File: src/rtl/bcd_pkg.sv
// Shared types and helpers for the BCD counting chain.
// Used by bcd_digit and by the bcd_count_ctrl top.
package bcd_pkg;

  localparam logic [3:0] BCD_MAX = 4'd9;

  typedef enum logic [1:0] {IDLE, RUN, HOLD, DONE} state_e;

  function automatic logic [3:0] bcd_clamp(input logic [3:0] v);
    return (v > BCD_MAX) ? BCD_MAX : v;
  endfunction

endpackage

File: src/rtl/bcd_digit.sv
// One BCD digit register with clear, load (clamped to 9) and up/down advance.
// at_max_o/at_min_o feed the ripple-free enable chain in the top.
module bcd_digit
  import bcd_pkg::*;
(
  input  logic       clk_i,
  input  logic       reset_i,
  input  logic       clr_i,
  input  logic       ld_i,
  input  logic [3:0] ld_val_i,
  input  logic       adv_i,
  input  logic       dn_i,
  output logic [3:0] value_o,
  output logic       at_max_o,
  output logic       at_min_o
);

  logic [3:0] val_q, val_d;

  always_comb begin
    val_d = val_q;
    if (clr_i) begin
      val_d = 4'd0;
    end else if (ld_i) begin
      val_d = bcd_clamp(ld_val_i);
    end else if (adv_i) begin
      if (dn_i) val_d = (val_q == 4'd0) ? BCD_MAX : val_q - 4'd1;
      else      val_d = (val_q >= BCD_MAX) ? 4'd0 : val_q + 4'd1;
    end
  end

  always_ff @(posedge clk_i) begin
    if (!reset_i) val_q <= 4'd0;
    else          val_q <= val_d;
  end

  assign value_o  = val_q;
  assign at_max_o = (val_q == BCD_MAX);
  assign at_min_o = (val_q == 4'd0);

endmodule

File: src/rtl/bcd_count_ctrl.sv
// Single-clock prescaled N-digit BCD counter with start/stop/clear/load control.
// Define BCD_CTRL_DOWN_EN to honour dn_i (down counting); otherwise up-count only.
module bcd_count_ctrl
  import bcd_pkg::*;
#(
  parameter int DIGITS = 2,
  parameter int PRESC  = 10,
  parameter int WRAP   = 1
) (
  input  logic                  clk_i,
  input  logic                  reset_i,
  input  logic                  start_i,
  input  logic                  stop_i,
  input  logic                  clear_i,
  input  logic                  load_i,
  input  logic [4*DIGITS-1:0]   load_bcd_i,
  input  logic                  dn_i,
  output logic [4*DIGITS-1:0]   q_o,
  output logic [DIGITS-1:0]     digit_en_o,
  output logic                  carry_o,
  output logic                  run_o,
  output logic                  done_o
);

  localparam int PW = (PRESC > 1) ? $clog2(PRESC) : 1;

  state_e              state_q, state_d;
  logic [PW-1:0]       presc_q, presc_d;
  logic [DIGITS-1:0]   digit_en_q, adv;
  logic                carry_q;
  logic [DIGITS-1:0]   at_max, at_min;
  logic [DIGITS:0]     lower_ok;
  logic                run_cnt, tick, terminal, halt, dn_eff, ld_eff;

`ifdef BCD_CTRL_DOWN_EN
  assign dn_eff = dn_i;
`else
  assign dn_eff = dn_i & 1'b0;
`endif

  // Counting happens only in RUN when no higher-priority command is present.
  assign run_cnt  = (state_q == RUN) && !clear_i && !load_i && !stop_i;
  assign tick     = run_cnt && (presc_q == PW'(PRESC - 1));
  assign terminal = lower_ok[DIGITS];
  assign halt     = tick && terminal && (WRAP == 0);
  assign ld_eff   = load_i && !clear_i;

  assign lower_ok[0] = 1'b1;

  for (genvar k = 0; k < DIGITS; k++) begin : g_dig
    assign lower_ok[k+1] = lower_ok[k] && (dn_eff ? at_min[k] : at_max[k]);
    assign adv[k]        = tick && lower_ok[k] && !halt;

    bcd_digit u_digit (
      .clk_i    (clk_i),
      .reset_i  (reset_i),
      .clr_i    (clear_i),
      .ld_i     (ld_eff),
      .ld_val_i (load_bcd_i[4*k +: 4]),
      .adv_i    (adv[k]),
      .dn_i     (dn_eff),
      .value_o  (q_o[4*k +: 4]),
      .at_max_o (at_max[k]),
      .at_min_o (at_min[k])
    );
  end

  always_comb begin
    state_d = state_q;
    presc_d = presc_q;
    if (clear_i) begin
      state_d = IDLE;
      presc_d = '0;
    end else if (load_i) begin
      presc_d = '0;
      state_d = (state_q == IDLE) ? IDLE : HOLD;
    end else if (stop_i) begin
      // stop wins over a simultaneous start; DONE is left only by clear/load
      if (state_q == RUN || (start_i && state_q != DONE)) state_d = HOLD;
    end else begin
      if (start_i && state_q == IDLE) begin
        state_d = RUN;
        presc_d = '0;
      end else if (start_i && state_q == HOLD) begin
        state_d = RUN;
      end
      if (run_cnt) begin
        presc_d = tick ? '0 : presc_q + PW'(1);
        if (halt) state_d = DONE;
      end
    end
  end

  always_ff @(posedge clk_i) begin
    if (!reset_i) begin
      state_q    <= IDLE;
      presc_q    <= '0;
      digit_en_q <= '0;
      carry_q    <= 1'b0;
    end else begin
      state_q    <= state_d;
      presc_q    <= presc_d;
      digit_en_q <= adv;
      carry_q    <= tick && terminal;
    end
  end

  assign digit_en_o = digit_en_q;
  assign carry_o    = carry_q;
  assign run_o      = (state_q == RUN);
  assign done_o     = (state_q == DONE);

endmodule

File: config.mk
export PLATFORM = sky130hd
export DESIGN_NAME = bcd_count_ctrl
export DESIGN_NICKNAME = d
export VERILOG_FILES = /design/src/rtl/bcd_pkg.sv /design/src/rtl/bcd_digit.sv /design/src/rtl/bcd_count_ctrl.sv
export SDC_FILE = /design/constraint.sdc
export NUM_CORES = 1
export LEC_CHECK = 0
export ABC_AREA = 1
export CORE_MARGIN = 8
export CORE_UTILIZATION = 44
export CTS_CLUSTER_SIZE = 10
export DETAILED_ROUTE_END_ITERATION = 10
export PLACE_DENSITY = 0.84
export REMOVE_ABC_BUFFERS = 1
export SYNTH_ARGS = -nofsm -noshare
export SYNTH_HDL_FRONTEND = slang
export SYNTH_SLANG_ARGS = --single-unit
File: constraint.sdc
create_clock -name clk_i -period 1.35 [get_ports clk_i]
set_input_delay 0.135 -clock clk_i [delete_from_list [all_inputs] [get_ports clk_i]]
set_output_delay 0.135 -clock clk_i [all_outputs]
set_load 0.03 [all_outputs]
==> out/metrics.yaml <==
run_status:
  status: "complete, no violations"
timing:
  relSlewSlack_pct: 79.43
  finalHoldViolCount: 0
  period_share_pct: 97.60
  min_period_ns: 1.318
  rsz0062_at_grt: "yes"
  max_freq_ghz: 0.7590
  finalSetupViolCount: 0
  worst_pin_slew_ns: 0.3098
  skew_ns: 0.0005888
  whs_ns: 0.3147
  finalMaxSlewViolations: 0
worst_setup_path:
  critical_path.startpoint: "g_dig[0].u_digit.value_o[2]"
  r2r-end: "g_dig[1].u_digit.value_o[1]"
  max_stage_delay_ns: 0.47
  critical-path-top-delay-family: "flip-flops"
  path_max_fanout: 6
  worst-r2r-setup-slack_ns: 0.04
  crit_path_end_kind: "output port"
  cp_cell_sequence: "clkdlybuf4s15_1"
  arrival_ns: 1.18
  crit_buf_inv: 1
  cp-start-kind: "flop"
  critPathSlowestCell: "dfxtp_1"
  path_depth: 1
  crit_end: "q_o[2]"
  critPathKind: "reg -> out"
  required_ns: 1.22
  timing.rr.start: "presc_q[0]"
  reg2reg_depth: 6
placement:
  dpl_cell_area_sq_mm: 0.001584
  place_hpwl_microns: 2142
  portBuffers: 26
  routabilityCongestion: 0.8832
cells_and_area:
  final_nets: 244
  fin_area_sq_mm: 0.001647
  antenna_cells: 0
  layout_common_cells: "nand2_1 (32), nand3_1 (28), inv_1 (22), buf_4 (21), nor2_1 (20)"
  post-route-util_pct: 65.87
  syn2layout_area_growth_pct: 41.96
  final_common_cell: "nand2_1"
  layout-drive-gt1-share_pct: 23.64
synth:
  synth.distinct_cells: 23
  synthCells: 172
  yosysWarningCount: 0
  syn_area_sq_mm: 0.001160
  synth_seq_area_share_pct: 29.34
  avgSynthCellArea_sq_um: 6.743
  ys_ff_latch: 17
clock_network:
  cts.sinks: 17
  path_clk_slew_ns: 0.10
  root_buffer: "clkbuf_4"
  clock_latency_ns: 0.29
  cts_max_level: 1
  clockBufferDepth: 2
  cts_hold_buf: 0
  cts_tree: "yes"
  cts-buffers-inserted: 3
  cts_setup_buffers: 0
route:
  routedWlPerCell_microns: 11.31
  dr.pass1.iters: 4
  antenna_left: 0
  viasPerCell: 5.000
  drtIter0Drc: 38
  wirelength_microns: 2828
  vias: 1250
  drc: 0
die:
  row_count: 18
  die_area_sq_mm: 0.004535
  die_w_microns: 67.34
  fp.dieH_microns: 67.34
  ios: 28
  fp.coreArea_sq_mm: 0.002500
  initial_core_util_pct: 46.40
grt:
  grt_max_degree: 11
  grt_pass1_wl_microns: 4540
  antenna_found_initial: 0
  grt_overflow: 0
  first_global_vias: 1154
  grt_usage_pct: 12.32
pwr:
  cellPowerDensity_mw_per_mm2: 617.5
  leakage_nw: 0.8335
  ir_drop_v: 0.0005306
  total_power_mw: 1.017
worst_hold_path:
  hold_path_class: "in -> reg"
  min-delay-start: "load_i"
run:
  max-cap-violations: 0
[Yosys cell counts]
master	count	area (sq um)
nand2_1	33	123.9
nand3_1	28	140.1
inv_1	24	90.09
nor2_1	23	86.33
dfxtp_1	17	340.3
a21oi_1	11	55.05
ha_1	8	100.1
o21ai_0	5	25.02
inv_2	4	15.01
nor2_4	4	45.04
nand2_2	2	12.51
xor2_1	2	17.52
a21oi_2	1	8.760
buf_6	1	11.26
nand3_2	1	10.01
nand3_4	1	17.52
nand3b_1	1	7.510
nand4_1	1	6.260
nor2_2	1	6.260
nor3_4	1	16.27
nor3b_1	1	7.510
nor4_2	1	12.51
o21ai_1	1	5.000
[logic make-up (layout without fill, tap and decap cells)]
kind of cell             Yosys count  in the layout  synth area share [%]
buffers and inverters             29             77                 10.03
AO/OA/AOI/OAI                     18             18                 8.090
adder cells (fa/ha/maj)            8              8                 8.630
XOR/XNOR                           2              2                 1.511
AND/OR/NAND/NOR                   98             98                 42.40
flip-flops                        17             17                 29.34
[report_power, final]
part | internal, mW | switching, mW | total (mW)
Combinational | 0.103 | 0.113 | 0.216
Clock | 0.115 | 0.164 | 0.279
Sequential | 0.511 | 0.0116 | 0.522
[layout make-up]
cell class | count | area, sq um
sequential | 17 | 345.3
tap | 30 | 37.54
fill | 228 | 853.3
inverter | 28 | 105.1
clock buffer | 4 | 26.28
multi-input combinational | 126 | 744.5
timing repair buffer | 45 | 387.9
[state kept, by name (all words and copies together) (netlist names)]
| signal | flops |
|---|---|
| carry_o | 1 |
| digit_en_o | 2 |
| g_dig.u_digit.value_o | 8 |
| presc_q | 4 |
| state_q | 2 |
[what timing repair did]
item	CTS	global route
gates cloned	0	0
resized for setup	15	15
setup endpoints to repair	20	14
pin swaps	0	1
[per-layer routing]
layer	part of all wire, %	global-route usage, %	wire (microns)	vias to the layer above
li1	-	-	-	648
met1	45	14.57	1266	559
met2	47	20.79	1325	39
met3	7.2	3.146	204	4
met4	1.1	4.961	31	0
met5	0	0	0	-
[stage by stage]
| stage | TNS, ns | worst slack [ns] | instances |
|---|---|---|---|
| finish | 0 | 0.03246 | 250 |
| CTS | 0 | 0.009343 | 250 |
| detailed placement | -2.538 | -0.2309 | 246 |
| floorplan | -0.8122 | -0.1175 | 171 |
| global placement | -2.123 | -0.1832 | 246 |
| global route | -0.1939 | -0.04538 | 250 |
[worst min-delay path by stage]
stage | to | cells after the start | slack [ns]
2_1_floorplan | state_q[1] | 3 | 0.31
3_3_place_gp | presc_q[3] | 2 | 0.49
3_5_place_dp | presc_q[3] | 2 | 0.51
4_1_cts | state_q[1] | 5 | 0.52
5_1_grt | state_q[1] | 4 | 0.34
6_report | state_q[1] | 4 | 0.31
Note: power is estimated with default switching activity, not from simulation.
==> edit 1, RTL diff (same settings) <==
Set the parameter `DIGITS` to 1 (it was 2).
--- a/src/rtl/bcd_count_ctrl.sv
+++ b/src/rtl/bcd_count_ctrl.sv
@@ -3,7 +3,7 @@
 module bcd_count_ctrl
   import bcd_pkg::*;
 #(
-  parameter int DIGITS = 2,
+  parameter int DIGITS = 1,
   parameter int PRESC  = 10,
   parameter int WRAP   = 1
 ) (
Interface: changed (resized digit_en_o, load_bcd_i and q_o); port bits go from 28 to 19. No check against the original RTL was run, so the function may have changed too.
==> edit 1 against the original RTL <==
- routed wire length decreased by 34%
- setup slack improved by 0.056 ns
- via count decreased by 33%
- die area decreased by 23%
- count of clock-buffer cells in the layout unchanged
- clock skew increased by 0.011 ns
- critical path depth unchanged
- non-clock buffer count decreased by 15
- sequential cell count decreased by 5
- power decreased by 21%
- worst hold slack improved by 0.16 ns
- cell area decreased by 30%
- area after synthesis decreased by 29%
==> edit 1: results (changes against the original RTL) <==
Status
  – Status: complete, no violations

Layout
  – Fraction of area in multi-input gates: 44.5% (-0.74 points)
  – Fill cells: 165 (-28%)
  – Bufs w/o clock: 30 (-33%)
  – Signal inverters: 20 (-29%)
  – Count of multi-input gates: 82 (-35%)
  – Nets: 165 (-32%)
  – Clock Network Area Fraction: 3.15% (+1.5 points)
  – Seq/total area: 21.0% (+0.069 points)
  – Register area: 243 µm² (-30%)
  – Share of cells above drive strength 1: 26.4% (+2.7 points)

Critical path
  – Reg-to-Reg Start: g_dig[0].u_digit.value_o[1]$_SDFFE_PP0P_
  – Worst Path Max Fanout: 5 (-1)
  – CP top delay family: buffers and inverters
  – Crit-path slowest cell: dlygate4sd2_1
  – Slowest stage delay, CP: 0.43 ns (-0.04 ns)
  – Setup crit start: g_dig[0].u_digit.value_o[3]$_SDFFE_PP0P_

Pwr
  – Net Sw Power: 0.211 mW (-27%)
  – Leak: 0.574 nW (-31%)

Die
  – # rows: 15 (-3)

Synthesis
  – Area contributors post-synth: dfxtp_1 (29%), nand3_1 (12%), nand2_1 (8.7%)
  – Commonest cells in the netlist: nand3_1 (20), nand2_1 (19), inv_1 (15)
  – Sequential-to-total area share from yosys stat: 29.2% (-0.16 points)

Placement
  – Dpl hpwl: 1520 µm (-29%)
  – Placer congestion estimate: 0.829 (-6.1%)
  – DP Area: 1100 µm² (-30%)

GRT
  – Maximum number of pins on one net before global-route repair: 10 (-1)
  – First-pass GRT wire length: 3160 µm (-30%)
  – Vias in the first global route: 779 (-32%)

Worst hold path
  – Hold path startpoint: reset_i

Routing
  – Drt total wl: 1880 µm (-34%)
  – 1st-iter DRT viols: 25 (-34%)
  – Met1 Wirelength: 835 µm (-34%)
  – Drt wl/cell: 10.8 µm (-4.2%)
  – WL met2: 941 µm (-29%)
  – Routed wl met3: 75 µm (-63%)
  – Vias per inst: 4.87 (-2.7%)

Clock network
  – CTS Sinks: 12 (-5)

Timing
  – Hold WS: 0.477 ns (+0.163 ns)
  – Max transition margin: 79.0% (-0.42 points)
edit 1: cell count changes in the layout (fill, tap and decap cells not counted), sizes merged, moves of 4 or more:
cell / change
nand3: -8
dfxtp: -5
o21ai: -5
buf: -6
a21oi: -4
nand2: -14
dlygate4sd2: -4
nor2: -12
inv: -8
edit 1: logic make-up (layout without fill, tap and decap cells):
kind of cell    Yosys count  count (layout)  share of synthesized area (%)
xor+xnor                  2               2                           2.13
fa+ha+maj                 5               5                           7.60
simple gates             65              65                           45.1
compound gates           10              10                           6.84
flops                    12              12                           29.2
buf+inv                  20              54                           9.12
edit 1: final timing paths:
| kind | cells past startpoint | end |
|---|---|---|
| setup / recovery | 1 | q_o[3] |
| hold / removal | 3 | digit_en_o$_SDFF_PN0_ |
| setup reg to reg | 9 | g_dig[0].u_digit.value_o[2]$_SDFFE_PP0P_ |
| hold reg to reg | 2 | presc_q[3]$_SDFFE_PP0P_ |
edit 1: metal layers:
layer,vias up,global-route usage (%)
li1,435,-
met1,385,12.2
met2,19,20.0
met3,3,3.47
met4,0,6.14
met5,-,0
edit 1: power by group through the flow:
stage | Sequential, mW | Clock (mW) | Combinational [mW]
5_1_grt | 0.369 | 0.322 | 0.148
6_report | 0.368 | 0.296 | 0.134
4_1_cts | 0.367 | 0.306 | 0.131
3_5_place_dp | 0.376 | 0 | 0.133
3_3_place_gp | 0.375 | 0 | 0.130
2_1_floorplan | 0.381 | 0 | 0.0618
edit 1: repair_timing:
| action | CTS | global route |
|---|---|---|
| pin swaps | 0 | 0 |
| cloned | 0 | 0 |
| buffers inserted | 0 | 2 |
| resized for setup | 6 | 4 |
| setup endpoints to repair | 6 | 4 |
==> edit 2, RTL diff (same flow settings) <==
Without the edit above. Re-encode `state_e` (4 states) as one-hot, 4 bits wide.
--- a/src/rtl/bcd_pkg.sv
+++ b/src/rtl/bcd_pkg.sv
@@ -4,7 +4,7 @@
 
   localparam logic [3:0] BCD_MAX = 4'd9;
 
-  typedef enum logic [1:0] {IDLE, RUN, HOLD, DONE} state_e;
+  typedef enum logic [3:0] {IDLE = 4'b0001, RUN = 4'b0010, HOLD = 4'b0100, DONE = 4'b1000} state_e;
 
   function automatic logic [3:0] bcd_clamp(input logic [3:0] v);
     return (v > BCD_MAX) ? BCD_MAX : v;
Behaviour: no difference found for any inputs over 10 cycles, from zero or initial values and one cycle with reset_i low; not proved beyond that.
==> edit 2 against the original RTL <==
- synthesized cell count grew 7.6%
- setup slack got worse by 0.025 ns
- area after synthesis up 7.2%
- cell area is 4.9% higher
- routed wire length grew 1.8%
- combinational power increased by 15%
- sequential share of layout area up 0.33 points
- critical path depth rose by 6
- power increased by 4.8%
- sequential cell count is 1 higher
- non-clock buffer count is 2 lower
- critical path type is now flip-flop to flip-flop
==> edit 2: results (changes against the original RTL) <==
GRT
  – Initial antenna violation count: 0 (unchanged)
  – GR Util met2: 19.7% (-1.1 points)
  – Met3 usage: 1.72% (-1.4 points)
  – First-pass GRT wire length: 4890 µm (+7.6%)
  – Vias in the first global route: 1,216 (+5.4%)
  – Maximum number of pins on one net before global-route repair: 14 (+3)
  – Grt met1 use: 13.2% (-1.4 points)
  – GRT Resource Usage Total: 11.4% (-0.93 points)

Critical path
  – Worst Path Max Fanout: 3 (-3)
  – FF-to-FF path depth: 7 (+1)
  – CP arrival: 1.53 ns (+0.35 ns)
  – Crit-path slowest cell: dfxtp_2
  – CP Class: flip-flop to flip-flop
  – CP top delay family: simple AND/OR/NAND/NOR gates
  – Worst setup path endpoint: g_dig[0].u_digit.value_o[2]$_SDFFE_PP0P_
  – Reg2reg setup slack: 0.007 ns (-0.03 ns)
  – Setup crit start: g_dig[0].u_digit.value_o[1]$_SDFFE_PP0P_
  – Slowest stage delay, CP: 0.34 ns (-0.13 ns)

Synthesis
  – Distinct cells, synth: 28 (+22%)
  – Syn Area/Cell: 6.72 µm² (-0.31%)
  – Commonest cells in the netlist: nand2_1 (43), nand3_1 (24), nor2_1 (24)
  – Ys flop type: dfxtp_1
  – Sequential-to-total area share from yosys stat: 29.0% (-0.37 points)
  – Post-synthesis xor/xnor area fraction: 1.41% (-0.10 points)
  – Synth async-reset ratio: 0% (unchanged)
  – Area contributors post-synth: dfxtp_1 (29%), nand2_1 (13%), nand3_1 (9.7%)
  – Complex-gate fraction of the synthesized area: 6.94% (-1.1 points)
  – Adder-cell area share of the yosys netlist: 8.05% (-0.58 points)

Routing
  – Met1 Wirelength: 1260 µm (-0.24%)
  – Via count: 1,289 (+3.1%)
  – Drt total wl: 2880 µm (+1.8%)
  – Uppermost layer routed: met4
  – WL met2: 1490 µm (+12%)
  – Vias per inst: 4.96 (-0.85%)
  – 1st-iter DRT viols: 68 (+79%)
  – Routed wl met3: 100 µm (-51%)

Pwr
  – Sequential cell fraction of total power: 51.8% (+0.4 points)
  – Pwr dens: 617 nW/µm² (about the same)
  – Power Clock: 0.264 mW (-5%)
  – Leak: 0.902 nW (+8.2%)
  – Max VDD drop: 391 µV (-26%)
  – Sw Ratio: 28.8% (+0.48 points)

Placement
  – DP Area: 1630 µm² (+3.0%)
  – Placer congestion estimate: 0.842 (-4.7%)
  – PortBufs: 25 (-3.8%)
  – Dpl cells: 255 (+3.7%)
  – Dpl hpwl: 2200 µm (+2.9%)

Timing
  – Clock Skew: 0.00428 ns (+0.00369 ns)

Layout
  – Nets: 254 (+4.1%)
  – Max reg flops: 8 (unchanged)
  – Share of cells above drive strength 1: 24.0% (+0.38 points)

Clock network
  – CTS root buf: clkbuf_4

Status
  – Status: complete, no violations
==> edit 2: area by class of cell <==
class                           instances  area [µm²]
Fill cell                             241         983
Sequential cell                        18         368
Inverter                               26         103
Multi-Input combinational cell        139         825
Timing Repair Buffer                   43         370
Clock buffer                            3        22.5
Tap cell                               31        38.8
==> edit 2: worst min path at each step <==
stage | cells after the start | startpoint | end | slack, ns
after floorplan | 2 | load_i | state_q[0]$_SDFFE_PP1P_ | 0.28
after global placement | 2 | presc_q[3]$_SDFFE_PP0P_ | presc_q[3]$_SDFFE_PP0P_ | 0.45
after detailed placement | 2 | presc_q[3]$_SDFFE_PP0P_ | presc_q[3]$_SDFFE_PP0P_ | 0.46
after CTS | 3 | reset_i | digit_en_o[0]$_SDFF_PN0_ | 0.45
after global routing | 3 | reset_i | digit_en_o[0]$_SDFF_PN0_ | 0.48
final | 3 | reset_i | digit_en_o[0]$_SDFF_PN0_ | 0.46
==> edit 2: through the flow <==
stage / util (%) / hold slack (ns) / setup WS, ns
6_report: 63.7 / 0.455 / 0.00722
5_1_grt: 63.7 / 0.483 / -0.0130
4_1_cts: 60.7 / 0.448 / 0.000145
3_5_place_dp: 60.2 / 0.459 / -0.202
3_3_place_gp: 60.2 / 0.452 / -0.151
2_1_floorplan: - / 0.280 / -0.114
==> edit 2: worst reg2reg max path, delay by kind of cell, from the launching register on <==
family,cells,cell delay [ns]
AND/OR/NAND/NOR,5,0.59
buffers and inverters,1,0.13
flip-flops,1,0.34
adder cells (fa/ha/maj),1,0.18
==> edit 2: repair_timing <==
action,CTS,global route
pin swaps,0,11
endpoints found under the setup margin,15,9
resized for setup,13,20
gates cloned,0,1
setup buffers,0,1
